File: config.mk
export PLATFORM = sky130hd
export DESIGN_NAME = ctrl_sequencer
export DESIGN_NICKNAME = d
export VERILOG_FILES = /design/src/rtl/ctrl_sequencer.sv
export SDC_FILE = /design/constraint.sdc
export NUM_CORES = 1
export LEC_CHECK = 0
export BUFFER_PORTS_ARGS = -buffer_cell sky130_fd_sc_hd__buf_2
export CAP_MARGIN = 20
export CELL_PAD_IN_SITES_DETAIL_PLACEMENT = 0
export CELL_PAD_IN_SITES_GLOBAL_PLACEMENT = 1
export CORE_MARGIN = 3
export CORE_UTILIZATION = 38
export DETAILED_ROUTE_END_ITERATION = 6
export GPL_TIMING_DRIVEN = 0
export PLACE_DENSITY_LB_ADDON = 0.1
export SLEW_MARGIN = 5
export SYNTH_ARGS = -nofsm -noshare
export SYNTH_HDL_FRONTEND = slang
export SYNTH_SLANG_ARGS = --single-unit
File: constraint.sdc
create_clock -name Clk -period 2.07 [get_ports Clk]
set_input_delay 0.414 -clock Clk [delete_from_list [all_inputs] [get_ports Clk]]
set_output_delay 0.414 -clock Clk [all_outputs]
set_load 0.03 [all_outputs]
File: src/rtl/ctrl_sequencer.sv
// rtl/ctrl_sequencer.sv - multi-cycle fetch/decode/execute control sequencer (optional RETIRE_COUNT_EN retire counter)
module ctrl_sequencer #(
    parameter int PC_W        = 8,
    parameter int MEM_TIMEOUT = 15
) (
    input  logic            Clk,
    input  logic            Reset,
    output logic            inst_req,
    output logic [PC_W-1:0] pc,
    input  logic            inst_valid,
    input  logic [8:0]      inst,
    output logic            alu_en,
    output logic [2:0]      alu_op,
    output logic            data_en,
    output logic [1:0]      data_op,
    output logic [4:0]      operand,
    output logic            mem_req,
    input  logic            mem_ack,
    output logic            reg_we,
    input  logic            flag_in,
    output logic            halted,
    output logic            fault
`ifdef RETIRE_COUNT_EN
    ,
    output logic [15:0]     retired
`endif
);

    localparam int CNT_W = $clog2(MEM_TIMEOUT + 1);

    typedef enum logic [2:0] {
        FETCH,
        DECODE,
        EXEC,
        MEM,
        WB,
        HALTED
    } seqState_t;

    seqState_t        state;
    seqState_t        stateNext;
    logic [PC_W-1:0]  pcNext;
    logic [8:0]       instReg;
    logic [CNT_W-1:0] memCnt;
    logic             timeoutHit;

    logic             isArith;
    logic             isData;
    logic             isHalt;
    logic             isBranch;
    logic             isMemOp;
    logic             isLoad;
    logic             noWriteback;
    logic [PC_W-1:0]  branchOffset;
    logic             instDone;

    // Instruction classification from the latched instruction word
    always_comb begin
        isArith      = ~instReg[8];
        isData       = (instReg[8:7] == 2'b10);
        isHalt       = (instReg == 9'h1FF);
        isBranch     = (instReg[8:7] == 2'b11) && !isHalt;
        isMemOp      = isData && instReg[6];
        isLoad       = isData && (instReg[6:5] == 2'b10);
        // CMP and FLAG only update condition state, so they skip write-back
        noWriteback  = (isArith && (instReg[7:5] == 3'b100)) ||
                       (isData  && (instReg[6:5] == 2'b01));
        branchOffset = {{(PC_W-7){instReg[6]}}, instReg[6:0]};
    end

    // State register; Reset forces FETCH asynchronously so mem_req drops at once
    always_ff @(posedge Clk or posedge Reset) begin
        if (Reset) begin
            state <= FETCH;
        end else begin
            state <= stateNext;
        end
    end

    // Next-state, next-pc and per-state output strobes
    always_comb begin
        stateNext  = state;
        pcNext     = pc;
        inst_req   = 1'b0;
        alu_en     = 1'b0;
        data_en    = 1'b0;
        mem_req    = 1'b0;
        reg_we     = 1'b0;
        halted     = 1'b0;
        timeoutHit = 1'b0;
        instDone   = 1'b0;
        case (state)
            FETCH: begin
                inst_req = 1'b1;
                if (inst_valid) begin
                    stateNext = DECODE;
                end
            end
            DECODE: begin
                if (isHalt) begin
                    stateNext = HALTED;
                end else if (isBranch) begin
                    pcNext    = flag_in ? (pc + branchOffset) : (pc + PC_W'(1));
                    stateNext = FETCH;
                    instDone  = 1'b1;
                end else if (isMemOp) begin
                    stateNext = MEM;
                end else begin
                    stateNext = EXEC;
                end
            end
            EXEC: begin
                alu_en  = isArith;
                data_en = isData;
                if (noWriteback) begin
                    pcNext    = pc + PC_W'(1);
                    stateNext = FETCH;
                    instDone  = 1'b1;
                end else begin
                    stateNext = WB;
                end
            end
            MEM: begin
                mem_req = 1'b1;
                data_en = (memCnt == '0);
                // A late ack on the final allowed cycle still completes normally
                if (mem_ack) begin
                    if (isLoad) begin
                        stateNext = WB;
                    end else begin
                        pcNext    = pc + PC_W'(1);
                        stateNext = FETCH;
                        instDone  = 1'b1;
                    end
                end else if (memCnt == CNT_W'(MEM_TIMEOUT - 1)) begin
                    timeoutHit = 1'b1;
                    stateNext  = HALTED;
                end
            end
            WB: begin
                reg_we    = 1'b1;
                pcNext    = pc + PC_W'(1);
                stateNext = FETCH;
                instDone  = 1'b1;
            end
            HALTED: begin
                halted = 1'b1;
            end
            default: begin
                stateNext = FETCH;
            end
        endcase
    end

    // PC, decoded fields, memory wait counter and sticky fault
    always_ff @(posedge Clk or posedge Reset) begin
        if (Reset) begin
            pc      <= '0;
            instReg <= '0;
            alu_op  <= '0;
            data_op <= '0;
            operand <= '0;
            memCnt  <= '0;
            fault   <= 1'b0;
        end else begin
            pc <= pcNext;
            if (state == FETCH && inst_valid) begin
                instReg <= inst;
                operand <= inst[4:0];
                if (!inst[8]) begin
                    alu_op <= inst[7:5];
                end else if (!inst[7]) begin
                    data_op <= inst[6:5];
                end
            end
            if (state == MEM) begin
                memCnt <= memCnt + CNT_W'(1);
            end else begin
                memCnt <= '0;
            end
            if (timeoutHit) begin
                fault <= 1'b1;
            end
        end
    end

`ifdef RETIRE_COUNT_EN
    // Saturating count of completed instructions; HALT never completes
    always_ff @(posedge Clk or posedge Reset) begin
        if (Reset) begin
            retired <= '0;
        end else if (instDone && retired != 16'hFFFF) begin
            retired <= retired + 16'd1;
        end
    end
`endif

endmodule

---- Word level (Yosys, flattened, before mapping) ----
Cells that the tools add are included.
word-level totals
  bits in registers ....................... 35
  input bits .............................. 14
  logic and storage cells ................. 75
  output and inout bits ................... 25
operators by class
  mux-type cells .......................... 26
  reductions and logical operators ........ 15
  add/subtract/negate cells ............... 3
  equal/unequal tests ..................... 19
  bitwise operators ....................... 4
operator list
  cell                                                              count
  8-bit two-way mux                                                 6
  8-bit one-hot mux with 4 select lines                             1
  3-bit two-way mux                                                 6
  3-bit one-hot mux with 5 select lines                             1
  2-bit inequality test (second input constant)                     6
  3-bit == test (second input constant)                             3
  9-bit == test (second input constant)                             1
  1-bit two-way mux                                                 9
  8-bit by 1-bit adder with 8-bit output (second input constant)    1
  8-bit adder                                                       1
  2-bit == test (second input constant)                             3
  3-bit by 2-bit == test with 1-bit output (second input constant)  2
  1-bit logical AND                                                 6
  3-bit AND reduction                                               2
  6-bit AND reduction                                               1
  4-bit by 1-bit adder with 4-bit output (second input constant)    1
  4-bit == test (second input constant)                             1
  4-bit zero test                                                   1
  4-bit two-way mux                                                 1
  1-bit inverter                                                    4
  4-bit nonzero test                                                1
  3-bit by 1-bit == test with 1-bit output (second input constant)  1
  3-bit zero test                                                   1
  3-bit inequality test (second input constant)                     1
  6 further kinds                                                   6

---- Depth between registers and ports, before layout ----
Gate-level depths: netlist of the first run.
  word-level depth ........................ 6
  mapped depth ............................ 9
  depth with buffers taken out ............ 9

---- Worst setup path after synthesis of the first run ----
No wires, ideal clock.
  path type ............................... register to register
  start point ............................. register pc[0]
  end point ............................... register pc[6]
  library setup time ...................... 0.066 ns
  path slack .............................. -0.133 ns
  cell stages (with the launch flop) ...... 10
  arrival time ............................ 2.136 ns
  cell sequence ........................... dfrtp_1 -> ha_1 -> inv_1 -> fa_1 -> nor2b_1 -> o21a_1 -> o21ai_0 -> nor4b_1 -> nor4b_1 -> o32a_1
between the ends
  cells in the longest elaborated chain, start to end .. 5
  elaborated cells between the ends (all ways) .. 9
ends and longest elaborated chain
  element                                                                       RTL line  source
  start, declared                                                               9         output logic [PC_W-1:0] pc,
  start signal, assigned                                                        166       pc <= pcNext;
  8-bit by 1-bit adder with 8-bit output / 8-bit adder (equally long branches)  -
  8-bit two-way mux                                                             103       pcNext = flag_in ? (pc + branchOffset) : (pc + PC_W'(1));
  8-bit two-way mux                                                             102       end else if (isBranch) begin
  8-bit two-way mux                                                             100       if (isHalt) begin
  8-bit one-hot mux with 4 select lines *                                       92        case (state)
Every way passes the cells marked *; elsewhere a longest branch is shown, timed or not. The select of a mux whose other input is x is not followed.
A chain may end at the register's enable or synchronous reset.

==> results of run 1 <==
## critical path: cells and delay by family, from the launching register on
kind                       cells  cell delay, ns
buffers and inverters          1            0.05
AOI/OAI and AO/OA              3            0.66
DFF                            1            0.42
and+or+nand+nor                3            0.35
adders and majority gates      2            0.39
## layout by cell type, fill, tap and decap left out, drive strengths merged, types with 2 or more instances in the layout
cell type / instances
nand3: 7
a211oi: 3
nor4b: 2
nor2: 18
mux2: 13
a21oi: 11
and3: 3
xor2: 4
nor2b: 4
mux2i: 2
o21a: 2
nor3b: 6
inv: 11
nand2: 8
nand2b: 3
buf: 59
xnor2: 3
nand4bb: 2
o21ai: 7
nand4: 2
a31oi: 5
clkbuf: 7
nor3: 6
o31ai: 3
o22a: 5
dfrtp: 30
ha: 11
o21bai: 3
## worst max path at each step
stage | startpoint | to | slack [ns] | depth (start not counted)
6_report | operand[0] | pc[6] | 0.07 | 9
5_1_grt | instReg[6] | pc[1] | -0.05 | 8
4_1_cts | operand[0] | pc[6] | 0.005 | 9
3_5_place_dp | operand[0] | pc[6] | -0.15 | 9
3_3_place_gp | pc[2] | pc[6] | -0.16 | 7
2_1_floorplan | pc[2] | pc[6] | -0.08 | 7
## per-layer routing
| layer | vias up | GRT usage | wire length [um] |
|---|---|---|---|
| met5 | - | 0 | 0 |
| met1 | 767 | 0.244 | 2430 |
| li1 | 824 | - | - |
| met4 | 0 | 0.0472 | 46 |
| met2 | 30 | 0.230 | 2010 |
| met3 | 4 | 0.0367 | 171 |
## flip-flops by register name, indices dropped and copies added, names as in the netlist
| signal | flops |
|---|---|
| pc | 8 |
| instReg | 5 |
| memCnt | 4 |
| operand | 4 |
| alu_op | 3 |
| state | 3 |
| data_op | 2 |
| fault | 1 |
## repair_timing
action	CTS	global route
hold buffers	0	0
gates cloned	0	0
resized for setup	9	9
pin swaps	2	6
setup endpoints to repair	1	6
buffers inserted	3	3
## report_power, final
| part | switching [mW] | internal, mW |
|---|---|---|
| Combinational | 0.0290 | 0.0226 |
| Sequential | 0 | 0.586 |
| Clock | 0.241 | 0.267 |
## cell type report
type | count | share of cell area
flip-flops and latches | 30 | 0.299
multi-input cells | 146 | 0.462
repair buffers | 45 | 0.105
clock inverters | 2 | 0.00496
clock buffers | 6 | 0.0327
inverters | 11 | 0.0164
plain buffers | 15 | 0.0466
well taps | 67 | 0.0332
## logic make-up after synthesis
family                     count (synthesis)
AOI/OAI and AO/OA                         46
xor gates and xnor gates                   7
adders and majority gates                 12
buffers and inverters                     26
DFF                                       30
muxes                                     15
and+or+nand+nor                           66
## metrics by stage
step / utilization / hold WS [ns]
after floorplan: - / 0.454
after global placement: 0.464 / 0.454
after detailed placement: 0.470 / 0.459
after CTS: 0.501 / 0.218
after global routing: 0.517 / 0.256
final: 0.517 / 0.207
==> flow_summary.json, run 1 <==
{
  "status": "complete, no violations",
  "synthArstFlopShare": 1.00,
  "ys_seq_area_frac": 0.378,
  "r2r_slack_ns": 0.07,
  "fin_crit_ns": 2.00,
  "drive_above_1_share": 0.396,
  "die_h_um": 78.3,
  "netlist_area_um2": 1990,
  "grt_max_degree": 18,
  "dieArea_um2": 6130,
  "crit_path_top_delay_cell": "dfrtp_1",
  "yosysTopAreaCell": "dfrtp_1",
  "htree_levels": 2,
  "reg2reg_to": "pc[6]",
  "cp_slowest_stage_delay_ns": 0.42,
  "multiInputGateArea_um2": 1170,
  "relSlewSlack": 0.571,
  "io_pins": 39,
  "path_cells": "ha_4, inv_2, fa_2, nor2b_1, o21a_1, o21ai_2, nor4b_4, nor4b_2, o32a_1",
  "synth_fa_ha_area_frac": 0.0794,
  "seq_area_um2": 754,
  "synth_top_family_by_area": "simple AND/OR/NAND/NOR gates",
  "grtUsageTotal": 0.162,
  "ys_types": 46,
  "overflow": 0,
  "grt_antenna_before_repair": 0,
  "postSynthAreaPerCell_um2": 9.83,
  "fin_cells": 322,
  "die_width_um": 78.3,
  "clockBufferDepth": 2,
  "dp_cells": 308,
  "dp_hpwl_um": 3340,
  "clkSinkCount": 30,
  "vias_per_cell": 5.05,
  "finalInstanceArea_um2": 2520,
  "setup_violations": 0,
  "synth_xor_xnor_area_share": 0.0309,
  "synth_most_common_cell": "dfrtp_1",
  "gp_congestion": 0.782,
  "n_fill_cell": 493,
  "rows": 25,
  "path_max_fanout": 3,
  "first_iter_violations": 84,
  "synth_compound_area_frac": 0.159,
  "synth_common_cells": "dfrtp_1 (30), nor2_1 (18), mux2_2 (13)",
  "power.leakage_nw": 1.23,
  "cap_violations": 0,
  "worstSkewPairLatency_ns": 0.28,
  "synth_nets": 228,
  "routedWlPerCell_um": 14.5,
  "rsz0062_at_grt": "yes",
  "cts_tree": "yes",
  "cts_made_buffers": 5,
  "drtPass1Iterations": 4,
  "ys_ff_latch": 30,
  "synth_edf_count": 0,
  "worstHoldPathType": "input port to async pin",
  "r2r_start": "operand[0]",
  "diodes": 0,
  "grt_pass1_vias": 1520,
  "dpl_cell_area_um2": 2290,
  "critPathCaptureType": "flip-flop",
  "min_period_over_period": 0.967,
  "setup_tns_ns": 0,
  "final_hold_viol_count": 0,
  "synthTopCellsByArea": "dfrtp_1 (38%), mux2_2 (7.4%), ha_1 (6.9%), nor2_1 (3.4%), buf_4 (3.0%)",
  "ff2ff_path_depth": 9,
  "via_count": 1625,
  "synth_warnings": 0,
  "p_per_area_nw_per_um2": 454,
  "synthMuxAreaShare": 0.0838,
  "synth-simple-area-share": 0.188,
  "routed_wl_um": 4660,
  "slew_viol_final": 0,
  "io_buffers": 38,
  "path_clk_slew_ns": 0.07,
  "fin_ws_ns": 0.0691,
  "netlist_instances": 202,
  "initial_core_util": 0.407,
  "cp.required_ns": 2.23,
  "dpl_worst_slack_ns": -0.154,
  "max_freq_ghz": 0.500,
  "cp.arrival_ns": 2.17,
  "clock_skew_ns": 0.00571,
  "yosysTopAreaCellShare": 0.378,
  "root_buffer": "clkbuf_8",
  "worstMarginPinSlew_ns": 0.642,
  "ys.flop_type": "dfrtp_1",
  "core_area_um2": 4880,
  "irDropWorstVdd_uv": 315,
  "antenna_left": 0,
  "final_nets": 280,
  "critPathLaunchType": "flip-flop",
  "grt_pass1_wl_um": 7850,
  "area_delta_synth_final_pct": 27.1,
  "path_class": "flip-flop to flip-flop",
  "drc": 0,
  "total_power_mw": 1.15
}
Power figures use the tool's default switching activity.
==> run 2, diff against run 1 <==
--- a/config.mk
+++ b/config.mk
@@ -13,6 +13,7 @@
 export CORE_UTILIZATION = 38
 export DETAILED_ROUTE_END_ITERATION = 6
 export GPL_TIMING_DRIVEN = 0
+export MAX_ROUTING_LAYER = met4
 export PLACE_DENSITY_LB_ADDON = 0.1
 export SLEW_MARGIN = 5
 export SYNTH_ARGS = -nofsm -noshare
==> constraint.sdc (replaced) <==
create_clock -name Clk -period 2.07 [get_ports Clk]
set_input_delay 0.207 -clock Clk [delete_from_list [all_inputs] [get_ports Clk]]
set_output_delay 0.207 -clock Clk [all_outputs]
set_load 0.03 [all_outputs]
==> flow_summary.json, run 2 (synthesis gave the netlist of run 1 again) <==
{
  "path_clk_slew_ns": 0.07,
  "setup_tns_ns": 0,
  "grt_antenna_before_repair": 0,
  "antenna_left": 0,
  "largest_reg_flops": 8,
  "irDropWorstVdd_uv": 316,
  "top_regs": "pc (8), instReg (5)",
  "final_hold_viol_count": 4,
  "rows": 25,
  "cp.required_ns": 2.23,
  "relSlewSlack": 0.571,
  "grtUsageTotal": 0.166,
  "n_fill_cell": 492,
  "worstMarginPinSlew_ns": 0.642,
  "final_cell_mix": "buf_2 (42), dfrtp_1 (27), nor2_1 (18)",
  "dp_hpwl_um": 3340,
  "cap_violations": 0,
  "area_delta_synth_final_pct": 26.7,
  "final_nets": 280,
  "initial_core_util": 0.407,
  "die_h_um": 78.3,
  "total_power_mw": 1.15,
  "cp_num_buf_inv": 1,
  "hold_buffers": 0,
  "cp_slowest_stage_delay_ns": 0.42,
  "crit_path_top_delay_cell": "dfrtp_1",
  "clock_skew_ns": 0.00752,
  "hold_ws_ns": -0.00111,
  "htree_levels": 2,
  "fin_crit_ns": 2.00,
  "max_freq_ghz": 0.500,
  "seq_area_um2": 754,
  "path_class": "flip-flop to flip-flop",
  "via_count": 1642,
  "dieArea_um2": 6130,
  "violations": "hold timing",
  "overflow": 0,
  "worstHoldPathType": "input port to async pin",
  "io_buffers": 38,
  "cp.arrival_ns": 2.16,
  "clkSinkCount": 30,
  "die_width_um": 78.3,
  "drtPass1Iterations": 4,
  "cts_made_buffers": 5,
  "gp_congestion": 0.793,
  "drc": 0,
  "routedWlPerCell_um": 14.4,
  "diodes": 0,
  "slew_viol_final": 0,
  "vias_per_cell": 5.10,
  "path_cells": "ha_4, inv_2, fa_2, nor2b_1, o21a_1, o21ai_2, nor4b_4, nor4b_2, o32a_1",
  "path_max_fanout": 3,
  "crit_family": "compound AO/OA/AOI/OAI gates",
  "cts_tree": "yes",
  "worstSkewPairLatency_ns": 0.28,
  "critPathCaptureType": "flip-flop",
  "power.leakage_nw": 1.23,
  "clockBufferDepth": 2,
  "io_pins": 39,
  "status": "finished, violations left",
  "grt_max_degree": 18,
  "drive_above_1_share": 0.392,
  "root_buffer": "clkbuf_8",
  "critPathLaunchType": "flip-flop",
  "largest_register": "pc",
  "min_period_over_period": 0.967,
  "core_area_um2": 4880,
  "grt_pass1_wl_um": 7840,
  "routed_wl_um": 4640,
  "rsz0062_at_grt": "yes",
  "p_per_area_nw_per_um2": 455,
  "multiInputGateArea_um2": 1160,
  "setup_violations": 0,
  "r2r_slack_ns": 0.07,
  "fin_util": 0.516,
  "grt_pass1_vias": 1522,
  "mostFrequentLayoutCell": "buf_2",
  "first_iter_violations": 94
}
==> run 2: worst paths after layout <==
check,from,end,depth (start not counted)
setup / recovery,operand[0],pc[6],9
setup reg to reg,operand[0],pc[6],9
min in group Clk,inst[1],operand[1],3
hold / removal,Reset,instReg[8],2
hold reg to reg,pc[7],pc[7],1
max in group asynchronous,Reset,pc[2],3
==> run 2: routing by layer <==
metal	vias up	wire length [um]	track usage
met5	-	0	-
met4	0	57	0.0472
met3	6	186	0.0367
met2	34	1990	0.230
met1	778	2400	0.244
li1	824	-	-
==> run 2: layout make-up <==
cell class	instances	area share
buffer	15	0.0467
clock buffer	6	0.0328
clock inverter	2	0.00497
inverter	11	0.0164
multi-input combinational	146	0.461
sequential	30	0.300
tap	67	0.0333
timing repair buffer	45	0.104
==> run 2: worst register-to-register path: cells and delay by family (launching register included) <==
kind,cells,cell delay [ns]
compound gates,3,0.66
fa+ha+maj,2,0.39
buf+inv,1,0.05
simple gates,3,0.35
flops,1,0.42
==> run 2: what timing repair did <==
item                                    CTS  global route
gates resized for setup                   9             7
buffers inserted                          3             3
pin swaps                                 2             6
endpoints found under the setup margin    1             5
==> run 2: where the power goes <==
group / internal [mW] / switching (mW) / total [mW] / leakage [nW]
combinational: 0.0226 / 0.0290 / 0.0516 / 0.787
clock: 0.267 / 0.241 / 0.509 / 0.0472
sequential: 0.586 / 0 / 0.586 / 0.395
==> run 2: per-stage QoR <==
step	hold WS, ns	cell area (um2)	setup slack [ns]	std cells
finish	-0.00111	2520	0.0693	322
global route	0.0495	2520	-0.0477	322
CTS	0.0115	2450	0.00475	319
detailed placement	0.328	2290	-0.154	308
global placement	0.424	2270	-0.159	307
floorplan	0.298	1990	-0.0844	202
